### config.mk
export PLATFORM = sky130hd
export DESIGN_NAME = bp_be_issue_queue
export DESIGN_NICKNAME = d
export VERILOG_FILES = /design/src/rtl/bp_be_pkg.sv /design/src/rtl/bp_be_iq_ptr.sv /design/src/rtl/bp_be_issue_queue.sv
export SDC_FILE = /design/constraint.sdc
export NUM_CORES = 1
export LEC_CHECK = 0
export BUFFER_PORTS_ARGS = -buffer_cell sky130_fd_sc_hd__buf_2
export CORE_ASPECT_RATIO = 1.5
export CORE_MARGIN = 10
export CORE_UTILIZATION = 25
export CTS_CLUSTER_DIAMETER = 120
export CTS_CLUSTER_SIZE = 25
export DETAILED_ROUTE_END_ITERATION = 10
export GPL_TIMING_DRIVEN = 0
export PLACE_DENSITY = 0.4
export SLEW_MARGIN = 20
export SYNTH_ARGS = -nofsm -noshare
export SYNTH_HDL_FRONTEND = slang
export SYNTH_HIERARCHICAL = 1
export SYNTH_SLANG_ARGS = --single-unit
### constraint.sdc
create_clock -name clk_i -period 16.7 [get_ports clk_i]
set_clock_uncertainty 0.15 [all_clocks]
set_input_delay 3.34 -clock clk_i [delete_from_list [all_inputs] [get_ports clk_i]]
set_output_delay 3.34 -clock clk_i [all_outputs]
set_load 0.05 [all_outputs]
### src/rtl/bp_be_pkg.sv
// Shared definitions for the BE issue queue: pointer struct generator and assertion messages.
// The queue's optional same-cycle bypass is enabled by defining BP_BE_ISSUE_QUEUE_BYPASS_EN.

// Expands to a packed pointer typedef: wrap bit above a ring index of idx_w bits.
`define BP_BE_IQ_PTR_S(name, idx_w) \
  typedef struct packed { \
    logic              wrap; \
    logic [(idx_w)-1:0] idx; \
  } name

package bp_be_pkg;

  localparam int bp_be_iq_default_entries_gp = 8;

  localparam string bp_be_iq_yumi_msg_gp = "bp_be_issue_queue: iss_yumi_i asserted while iss_v_o is low";
  localparam string bp_be_iq_cmt_msg_gp  = "bp_be_issue_queue: cmt_v_i asserted with no issued packet outstanding";

  `BP_BE_IQ_PTR_S(bp_be_iq_ptr_s, $clog2(bp_be_iq_default_entries_gp));

endpackage

### src/rtl/bp_be_iq_ptr.sv
// Wrap-bit ring pointer: synchronous active-low reset, load beats increment.
// Counts modulo 2^width_p, i.e. modulo twice the queue depth when the MSB is the wrap bit.

module bp_be_iq_ptr #(
  parameter int width_p = 4
) (
  input  logic               clk_i,
  input  logic               reset_n_i,
  input  logic               inc_i,
  input  logic               load_i,
  input  logic [width_p-1:0] load_val_i,
  output logic [width_p-1:0] ptr_o
);

  // NOTE: sequential state uses non-blocking assignments so every register samples pre-edge values.
  always_ff @(posedge clk_i) begin
    if (!reset_n_i) begin
      ptr_o <= '0;
    end else if (load_i) begin
      ptr_o <= load_val_i;
    end else if (inc_i) begin
      ptr_o <= ptr_o + width_p'(1);
    end
  end

endmodule

### src/rtl/bp_be_issue_queue.sv
// Rollback-capable issue buffer between the FE queue and BE dispatch: write, issue and commit pointers.
// Define BP_BE_ISSUE_QUEUE_BYPASS_EN to forward an enqueue straight to the issue port when the queue has nothing unissued.

module bp_be_issue_queue
  import bp_be_pkg::*;
#(
  parameter int entries_p           = 8,
  parameter int pkt_width_p         = 128,
  parameter int almost_full_slack_p = 2
) (
  input  logic                         clk_i,
  input  logic                         reset_n_i,

  input  logic                         enq_v_i,
  input  logic [pkt_width_p-1:0]       enq_pkt_i,
  output logic                         enq_ready_o,

  output logic                         iss_v_o,
  output logic [pkt_width_p-1:0]       iss_pkt_o,
  input  logic                         iss_yumi_i,

  input  logic                         cmt_v_i,
  input  logic                         roll_v_i,
  input  logic                         clr_v_i,

  output logic [$clog2(entries_p):0]   count_o,
  output logic                         almost_full_o,
  output logic                         empty_o
);

  localparam int idx_w_lp = $clog2(entries_p);
  localparam int ptr_w_lp = idx_w_lp + 1;

  `BP_BE_IQ_PTR_S(iq_ptr_s, idx_w_lp);

  iq_ptr_s wptr, iptr, cptr, cptr_n;

  logic [ptr_w_lp-1:0]    occupancy;
  logic                   full;
  logic                   unissued;
  logic                   enq_fire;
  logic                   iss_fire;
  logic                   cmt_fire;
  logic                   bypass;
  logic                   rewind;

  logic [pkt_width_p-1:0] ram [entries_p];

  // Status derived purely from registered pointers; the wrap bit separates full from empty.
  assign occupancy = wptr - cptr;
  assign full      = (occupancy == ptr_w_lp'(entries_p));
  assign unissued  = (iptr != wptr);

  // Ready does not look ahead at a same-cycle commit, so a full queue stalls for that cycle.
  assign enq_ready_o = reset_n_i & ~full & ~clr_v_i;
  assign enq_fire    = enq_v_i & enq_ready_o;

`ifdef BP_BE_ISSUE_QUEUE_BYPASS_EN
  assign bypass = ~unissued & enq_fire & ~roll_v_i;
`else
  assign bypass = 1'b0;
`endif

  assign iss_v_o   = (reset_n_i & unissued & ~roll_v_i & ~clr_v_i) | bypass;
  assign iss_pkt_o = bypass ? enq_pkt_i : ram[iptr.idx];
  assign iss_fire  = iss_yumi_i & iss_v_o;

  // An illegal commit with nothing issued is dropped rather than corrupting the invariant.
  assign cmt_fire = cmt_v_i & (cptr != iptr);
  assign cptr_n   = cptr + {{(ptr_w_lp-1){1'b0}}, cmt_fire};

  // Roll and clear both return the issue pointer to the post-commit position.
  assign rewind = roll_v_i | clr_v_i;

  bp_be_iq_ptr #(.width_p(ptr_w_lp)) wptr_reg (
    .clk_i      (clk_i),
    .reset_n_i  (reset_n_i),
    .inc_i      (enq_fire),
    .load_i     (clr_v_i),
    .load_val_i (cptr_n),
    .ptr_o      (wptr)
  );

  bp_be_iq_ptr #(.width_p(ptr_w_lp)) iptr_reg (
    .clk_i      (clk_i),
    .reset_n_i  (reset_n_i),
    .inc_i      (iss_fire),
    .load_i     (rewind),
    .load_val_i (cptr_n),
    .ptr_o      (iptr)
  );

  bp_be_iq_ptr #(.width_p(ptr_w_lp)) cptr_reg (
    .clk_i      (clk_i),
    .reset_n_i  (reset_n_i),
    .inc_i      (cmt_fire),
    .load_i     (1'b0),
    .load_val_i ('0),
    .ptr_o      (cptr)
  );

  // NOTE: the packet RAM is deliberately not reset; pointers alone define which entries are live.
  always_ff @(posedge clk_i) begin
    if (enq_fire) begin
      ram[wptr.idx] <= enq_pkt_i;
    end
  end

  assign count_o       = reset_n_i ? occupancy : '0;
  assign almost_full_o = reset_n_i
                       & ((ptr_w_lp'(entries_p) - occupancy) <= ptr_w_lp'(almost_full_slack_p));
  assign empty_o       = (count_o == '0);

  yumi_legal_a : assert property (@(posedge clk_i) disable iff (!reset_n_i) iss_yumi_i |-> iss_v_o)
    else $error("%s", bp_be_iq_yumi_msg_gp);

  cmt_legal_a : assert property (@(posedge clk_i) disable iff (!reset_n_i) cmt_v_i |-> (cptr != iptr))
    else $error("%s", bp_be_iq_cmt_msg_gp);

endmodule
Word-level counts from Yosys, hierarchy flattened
Memory sizes are Yosys's and may differ from the RTL's. A register that Yosys moved wholly into a read port is not among the register bits.
Cells that the tools add are included.
{"block": "word_totals", "output_inout_bits": 136, "regBits": 12, "ram_bits": 1024, "n_memories": 1, "wordCells": 39}
{"memory": "ram", "words": 8, "word_bits": 128, "rd": 1, "rd_clocked_by_memory_dff": 1, "write_ports": 1, "line_no": "bp_be_issue_queue.sv:47", "source": "logic [pkt_width_p-1:0] ram [entries_p];"}
{"block": "classes", "n_eq_ne": 3, "order_cmp": 1, "bitwise": 13, "n_mux": 9, "n_reduce_logical": 3, "n_addsub": 6}
{"op": "$mux W4", "n": 5}
{"op": "$add A4 B1 Y4 const B", "n": 3}
{"op": "$and A1 B1 Y1", "n": 9}
{"op": "$ne A4 B4 Y1", "n": 2}
{"op": "$mux W3", "n": 2}
{"op": "$add A4 B1 Y4", "n": 1}
{"op": "$eq A4 B4 Y1 const B", "n": 1}
{"op": "$le A4 B2 Y1 const B", "n": 1}
{"op": "$logic_not A4 Y1", "n": 1}
{"op": "$reduce_bool A2 Y1", "n": 2}
{"op": "$sub A4 B4 Y4", "n": 1}
{"op": "$sub A4 B4 Y4 const A", "n": 1}
{"op": "$not A1 Y1", "n": 3}
{"op": "$mux W1", "n": 2}
{"op": "$or A1 B1 Y1", "n": 1}

Depth between registers and ports, before layout
Gate-level depths: netlist of run 1.
{"block": "depth", "ltp_word": 9, "ltp_mapped": 10, "mapped_depth_nobuf": 10}

Modules after synthesis
The synthesis of run 1 kept the hierarchy.
{"module": "bp_be_issue_queue", "instances": 1, "area_each_um2": 39316.5, "seq_area_each_um2": 30749.5, "cells_per_inst": 1547}
{"module": "bp_be_iq_ptr", "instances": 3, "area_each_um2": 192.7, "seq_area_each_um2": 80.1, "cells_per_inst": 22}

Least setup slack after synthesis of run 1
Ideal clock, no wire load.
{"block": "synth_path", "kind": "input-to-reg", "start": "input port clr_v_i", "end": "memory ram[6][0] (enable)", "stages": 3, "n_path_buf": 0, "slack_ns": -1.273, "setup_ns": 0.974, "t_arrival_ns": 16.849, "cell_sequence": "nand3b_1 or2_2 nor4b_1"}
{"block": "synth_via", "elab_chain_cells": 5}
{"item": "from (decl)", "line_no": "bp_be_issue_queue.sv:24", "source": "input logic clr_v_i,"}
{"item": "$not A1 Y1", "line_no": "bp_be_issue_queue.sv:55", "source": "assign enq_ready_o = reset_n_i & ~full & ~clr_v_i;"}
{"item": "$and A1 B1 Y1", "line_no": "bp_be_issue_queue.sv:55"}
{"item": "$and A1 B1 Y1", "line_no": "bp_be_issue_queue.sv:56", "source": "assign enq_fire = enq_v_i & enq_ready_o;"}
{"item": "$mux W1", "line_no": "bp_be_issue_queue.sv:104", "source": "if (enq_fire) begin"}
{"item": "$mux W1 (implied by the code)", "line_no": "bp_be_issue_queue.sv:105", "source": "ram[wptr.idx] <= enq_pkt_i;"}
{"item": "to (decl)", "line_no": "bp_be_issue_queue.sv:47"}
Every way passes these cells.

Worst setup path in the final report of run 1
{"block": "layout_path", "start": "input port clr_v_i", "end": "output port iss_v_o"}
{"block": "layout_via", "elab_chain_cells": 2}
{"item": "$not A1 Y1", "line_no": "bp_be_issue_queue.sv:64", "source": "assign iss_v_o = (reset_n_i & unissued & ~roll_v_i & ~clr_v_i) | bypass;"}
{"item": "$and A1 B1 Y1", "line_no": "bp_be_issue_queue.sv:64"}
{"item": "to (decl)", "line_no": "bp_be_issue_queue.sv:18", "source": "output logic iss_v_o,"}
Every way passes these cells.

==> key figures, run 1 <==
STA
  • Min cycle time layout: 7.86 ns
  • Final slew viol count: 0
  • Worst-margin pin slew: 1.05 ns
  • Peak Freq: 127 MHz
  • Final setup fails: 0
  • Hold Fails Final Rpt: 0
  • RSZ-0062 raised after global routing: no
  • Relative slew slack: 30.1%
  • Crit share post-route: 47.1%

Synthesis
  • EDFF count, synth: 1,024
  • Post-synthesis instance area: 39,900 sq um
  • Synth Area per Inst: 24.7 sq um
  • Post-synthesis mux area share: 19.1%
  • Register area share after synthesis: 77.7%
  • Post-Synth Adder-Cell Area: 0.364%
  • Post-synthesis compound-gate area fraction: 0.317%
  • Top cells by area, synth: edfxtp_1, mux4_2, mux4_1
  • Largest family of logic cells by synthesized area: multiplexers
  • Ys async rst share: 0%
  • Simple-gate portion of the synthesized area: 0.706%
  • Cell taking the most area after synthesis: edfxtp_1
  • Prevailing post-synth register cell: edfxtp_1
  • Yosys cell types: 38
  • Post-synth top area share: 77.1%
  • Ys Warns: 6
  • Post-Syn Instances: 1,613
  • Post-Synth XOR/XNOR Area: 0.483%
  • Seq cells post-synth: 1,036

Global routing
  • Largest net degree at the start of global routing: 27
  • Initial antenna violation count: 32
  • Vias in the first global route: 20,100
  • Gr ovfl total: 0
  • First-pass GRT wire length: 153,000 microns
  • Tot GR Track Use: 12.0%

Clocking
  • Clock Tree Root: clkbuf_16
  • TritonCTS clock tree: yes
  • Clock transition at path regs: 0.11 ns
  • Setup repair bufs after CTS: 0
  • CTS resizes: 0
  • CTS H-tree depth: 2
  • Clk_lat worst skew: 0.68 ns
  • CTS Hold Bufs: 0
  • Clock Sink Count: 1,036
  • CTS buffer count: 48
  • Clk buf depth: 3

Power
  • Static leakage: 15.0 nW
  • Pwr Density: 106 nW/um^2
  • Worst vdd ir: 0.0724 mV

Critical path
  • Crit Reg-Reg Startpoint: wptr_reg/ptr_o[0]
  • Reg-to-Reg End: ram[7][32]
  • FF-to-FF path depth: 15
  • Worst EP arrival: 4.37 ns
  • Cell Chain, Critical Path: buf_2, or2_2, nor3_1, buf_2
  • Worst setup SP type: input port
  • CP Capture Type: output pin
  • Kind of cell adding the most delay to the critical path: simple AND/OR/NAND/NOR gates
  • Critical path class: in -> out
  • R2r setup slk: 11.60 ns
  • CP required: 13.21 ns
  • Max stage delay on crit path: 0.38 ns
  • Slowest stage cell, crit path: or2_2
  • CP bufs+invs: 2
  • Crit path top cell by count: buf_2
  • CP max FO: 8

Run
  • Total of max-cap violations: 0

Place
  • GP Congestion: 0.676
  • HPWL Detailed: 77,200 microns
  • Cell total after placement: 4,153
  • Port-buffer cells: 270
  • Placed cell areas: 45,700 sq um

Floorplan
  • Row cnt: 179
  • Die width: 346 microns
  • Die area: 176,000 sq um
  • Core area: 159,000 sq um
  • Die height: 509 microns
  • Initial core utilization: 25.2%
  • I/O pin count: 271

Routing
  • ANT nets after route: 0
  • Drt first pass iters: 5
  • DRC: 0
  • Routed WL: 107,000 microns
  • Post-DR wirelength/cell: 25.4 microns
  • DRT iter0 DRCs: 1,108
  • Vias: 18,300
  • Vias per cell: 4.33

Cells and area
  • FILL cells: 15,500
  • Area grow syn2layout: 18.0%
  • Ratio of cells with drive above 1 in the final layout: 39.2%
  • Final #Nets: 2,268
  • Final Instance Area: 47,100 sq um
  • Final cell count without fillers: 4,225

Worst hold path
  • Hold Path End: wptr_reg/ptr_o[3]
  • Hold crit path type: reg -> reg
  • Hold-critical path depth: 2
  • Hold path startpoint: wptr_reg/ptr_o[3]

Run status
  • Status: finished, final reports clean
power breakdown:
group	internal [mW]	switching [mW]	total, mW
registers	2.88	0.0105	2.89
clock network	0.567	0.805	1.37
logic	0.262	0.483	0.745
total	3.71	1.30	5.01
registers in the layout, indices dropped and copies added (netlist names):
| register | count |
|---|---|
| wptr_reg/ptr_o | 4 |
| iptr_reg/ptr_o | 4 |
| ram | 1024 |
| cptr_reg/ptr_o | 4 |
cell usage in the layout (no fill, tap or decap), types with 6 or more instances in the layout:
cell / instances
mux2_2: 128
mux4_2: 153
clkbuf_16: 50
mux4_1: 103
dfxtp_1: 12
diode_2: 7
a21oi_1: 6
buf_8: 11
buf_4: 100
conb_1: 9
buf_6: 95
buf_2: 279
o21ai_0: 14
ha_1: 10
and2_1: 7
xor2_1: 17
clkbuf_1: 27
edfxtp_1: 1024
nand2_1: 12
inv_1: 10
buf_1: 17
cells in the mapped netlist, types with 3 or more instances:
library cell	count
buf_8	4
mux2_2	128
a21oi_1	6
nor2_1	5
buf_2	8
clkbuf_1	21
inv_1	10
xnor2_1	5
mux4_2	153
buf_6	22
nand4_1	3
xor2_1	17
nand2_1	12
edfxtp_1	1024
mux2i_1	3
nor3_1	7
dfxtp_1	12
ha_1	10
buf_1	18
and2_1	7
o21ai_0	14
nor4b_1	3
mux4_1	103
stage by stage:
step	TNS [ns]	hold slack, ns	worst slack, ns	util, %	total power [mW]
floorplan	0	0.424	2.62	-	3.46
finish	0	0.486	8.84	29.7	5.01
CTS	0	0.486	8.81	29.7	5.11
global placement	-8547.90	0.464	-12.22	27.7	3.72
detailed placement	0	0.463	8.82	28.8	3.72
global route	0	0.542	8.76	29.7	5.23
area by class of cell:
type,count,area (sq um),area share (%)
Clock inverter,6,91.3,0.194
Antenna cell,7,17.5,0.0372
Buffer,73,499,1.06
Timing Repair Buffer,451,3050,6.48
Sequential cell,1036,31000,65.8
Tap cell,2081,2600,5.53
Multi-Input combinational cell,502,8490,18.0
Clock buffer,59,1280,2.73
Inverter,10,37.5,0.0798
cell families (layout without fill, tap and decap cells):
logic type,Yosys count,count (layout)
AOI/OAI and AO/OA,23,23
xor gates and xnor gates,22,22
adders and majority gates,11,11
buffers and inverters,83,599
DFF,1036,1036
muxes,387,387
other,1,16
and+or+nand+nor,50,50
worst max-delay path by stage:
| stage | startpoint | endpoint | cells after the start |
|---|---|---|---|
| after detailed placement | clr_v_i | iss_v_o | 4 |
| after global placement | reset_n_i | ram[5][20] | 5 |
| after CTS | clr_v_i | iss_v_o | 4 |
| after floorplan | clr_v_i | ram[7][0] | 3 |
| after global routing | reset_n_i | iss_v_o | 4 |
| final | clr_v_i | iss_v_o | 4 |
worst reg2reg max path: stages (launching register included):
cell and delay [ns]:
dfxtp_1 0.77, inv_1 0.14, ha_1 0.25, fa_1 0.51, ha_1 0.24, nand2_1 0.11
nor3_4 0.11, nor3b_2 0.75, buf_4 0.32, buf_4 0.23, buf_4 0.22, buf_4 0.21
buf_4 0.21, buf_4 0.22, buf_6 0.17, buf_4 0.20
metal layers:
layer,share of wire [%],GRT usage [%],wire length (microns)
met3,5.3,2.96,5650
met1,43,15.2,46100
met4,1.5,2.26,1650
met5,0.25,0,265
met2,50,20.7,53600
No activity file was read; power rests on OpenSTA's default activity.
==> inputs of run 2 (changes only) <==
==> constraint.sdc (replaced) <==
create_clock -name clk_i -period 6.4 [get_ports clk_i]
set_clock_uncertainty 0.15 [all_clocks]
set_input_delay 1.28 -clock clk_i [delete_from_list [all_inputs] [get_ports clk_i]]
set_output_delay 1.28 -clock clk_i [all_outputs]
set_load 0.05 [all_outputs]
==> key figures, run 2 (synthesis results as in run 1) <==
Critical path
  • Worst setup SP type: flop
  • CP max FO: 11
  • Worst EP arrival: 3.74 ns
  • CP Capture Type: output pin
  • CP required: 4.97 ns
  • Critical path class: reg -> out

STA
  • Crit share post-route: 80.8%
  • Fin Setup TNS: 0 ns
  • Min cycle time layout: 5.17 ns
  • Relative slew slack: 29.0%
  • Post-route setup slack: 1.23 ns
  • Final setup fails: 0
  • Worst hold slack: 0.491 ns
  • Hold Fails Final Rpt: 0
  • Worst-margin pin slew: 1.06 ns
  • RSZ-0062 raised after global routing: no
  • Final slew viol count: 0
  • Peak Freq: 193 MHz

Place
  • HPWL Detailed: 74,700 microns
  • Port-buffer cells: 270
  • Placed cell areas: 45,600 sq um
  • Setup WS pre-CTS: 1.39 ns
  • GP Congestion: 0.670

Cells and area
  • FILL cells: 15,500
  • Max reg flops: 1,024
  • Reg with most FFs: ram
  • Commonest non-fill, non-tap cell in the layout: edfxtp_1
  • Final Instance Area: 47,000 sq um
  • Ratio of cells with drive above 1 in the final layout: 37.9%
  • Final #Nets: 2,225
  • Area grow syn2layout: 17.8%
  • Commonest non-fill, non-tap cells in the layout: edfxtp_1, buf_2, mux4_2

Clocking
  • Setup repair bufs after CTS: 0
  • Clock Tree Root: clkbuf_16
  • CTS buffer count: 49
  • CTS H-tree depth: 2
  • Clock transition at path regs: 0.10 ns
  • Clk buf depth: 3
  • CTS resizes: 0
  • Clk_lat worst skew: 0.67 ns
  • Clock Sink Count: 1,036
  • CTS Hold Bufs: 0
  • TritonCTS clock tree: yes

Routing
  • Routed WL: 105,000 microns
  • Drt first pass iters: 4
  • DRT iter0 DRCs: 1,232
  • Post-DR wirelength/cell: 25.1 microns
  • DRC: 0
  • ANT nets after route: 0
  • Vias: 18,100
  • Vias per cell: 4.32

Run status
  • Status: finished, final reports clean

Global routing
  • First-pass GRT wire length: 150,000 microns
  • Gr ovfl total: 0
  • Largest net degree at the start of global routing: 27
  • Initial antenna violation count: 32
  • Tot GR Track Use: 11.7%
  • Vias in the first global route: 19,800

Floorplan
  • Row cnt: 179
  • Die height: 509 microns
  • Die area: 176,000 sq um
  • Initial core utilization: 25.2%
  • Die width: 346 microns
  • Core area: 159,000 sq um
  • I/O pin count: 271

Run
  • Total of max-cap violations: 0

Power
  • Worst vdd ir: 0.205 mV
  • Pwr Density: 278 nW/um^2
  • Static leakage: 14.8 nW

Worst hold path
  • Hold crit path type: reg -> reg
==> run 2: layout make-up <==
cell class                 instances  area (sq um)  share of cell area (%)
multi-input combinational        502          8510                    18.1
tap                             2081          2600                    5.54
timing repair buffer             407          2930                    6.23
clock buffer                      61          1310                    2.80
buffer                            73           498                    1.06
clock inverter                     6          90.1                   0.192
antenna                            7          17.5                  0.0373
inverter                          10          37.5                  0.0799
sequential                      1036         31000                    65.9
==> run 2: stage by stage <==
stage / utilization (%) / total power, mW / std cells
6_report: 29.6 / 13.1 / 4183
5_1_grt: 29.6 / 13.6 / 4178
4_1_cts: 29.6 / 13.3 / 4176
3_5_place_dp: 28.7 / 9.70 / 4109
3_3_place_gp: 27.7 / 9.67 / 3972
2_1_floorplan: - / 9.04 / 1621
==> run 2: power by group <==
| group | switching [mW] | total, mW | leakage [nW] | internal [mW] |
|---|---|---|---|---|
| Sequential | 0.0265 | 7.55 | 9.32 | 7.52 |
| Combinational | 1.25 | 1.93 | 4.80 | 0.682 |
| Clock | 2.11 | 3.59 | 0.682 | 1.48 |
| Total | 3.38 | 13.1 | 14.8 | 9.68 |
==> run 2: critical path, stage by stage (launching register included) <==
cell	delay (ns)
dfxtp_1	0.38
buf_2	0.35
buf_2	0.55
buf_1	0.79
mux4_2	0.43
mux2_2	0.29
buf_2	0.22
==> run 2: path summary, 6_finish.rpt <==
kind,end,slack [ns],depth (start not counted),startpoint
hold / removal,wptr_reg/ptr_o[3],0.49,2,wptr_reg/ptr_o[3]
setup reg to reg,ram[4][32],1.59,14,cptr_reg/ptr_o[2]
hold reg to reg,wptr_reg/ptr_o[3],0.49,2,wptr_reg/ptr_o[3]
setup / recovery,iss_pkt_o[56],1.23,6,iptr_reg/ptr_o[1]
==> run 2: per-layer routing <==
metal | share of wire (%) | up-vias | wire (microns) | GRT usage (%)
met5 | 0.24 | - | 251 | 0
met4 | 2.0 | 40 | 2140 | 2.72
met3 | 5.2 | 130 | 5490 | 2.96
li1 | - | 7852 | - | -
met2 | 51 | 335 | 53500 | 20.7
met1 | 42 | 9733 | 43500 | 14.3
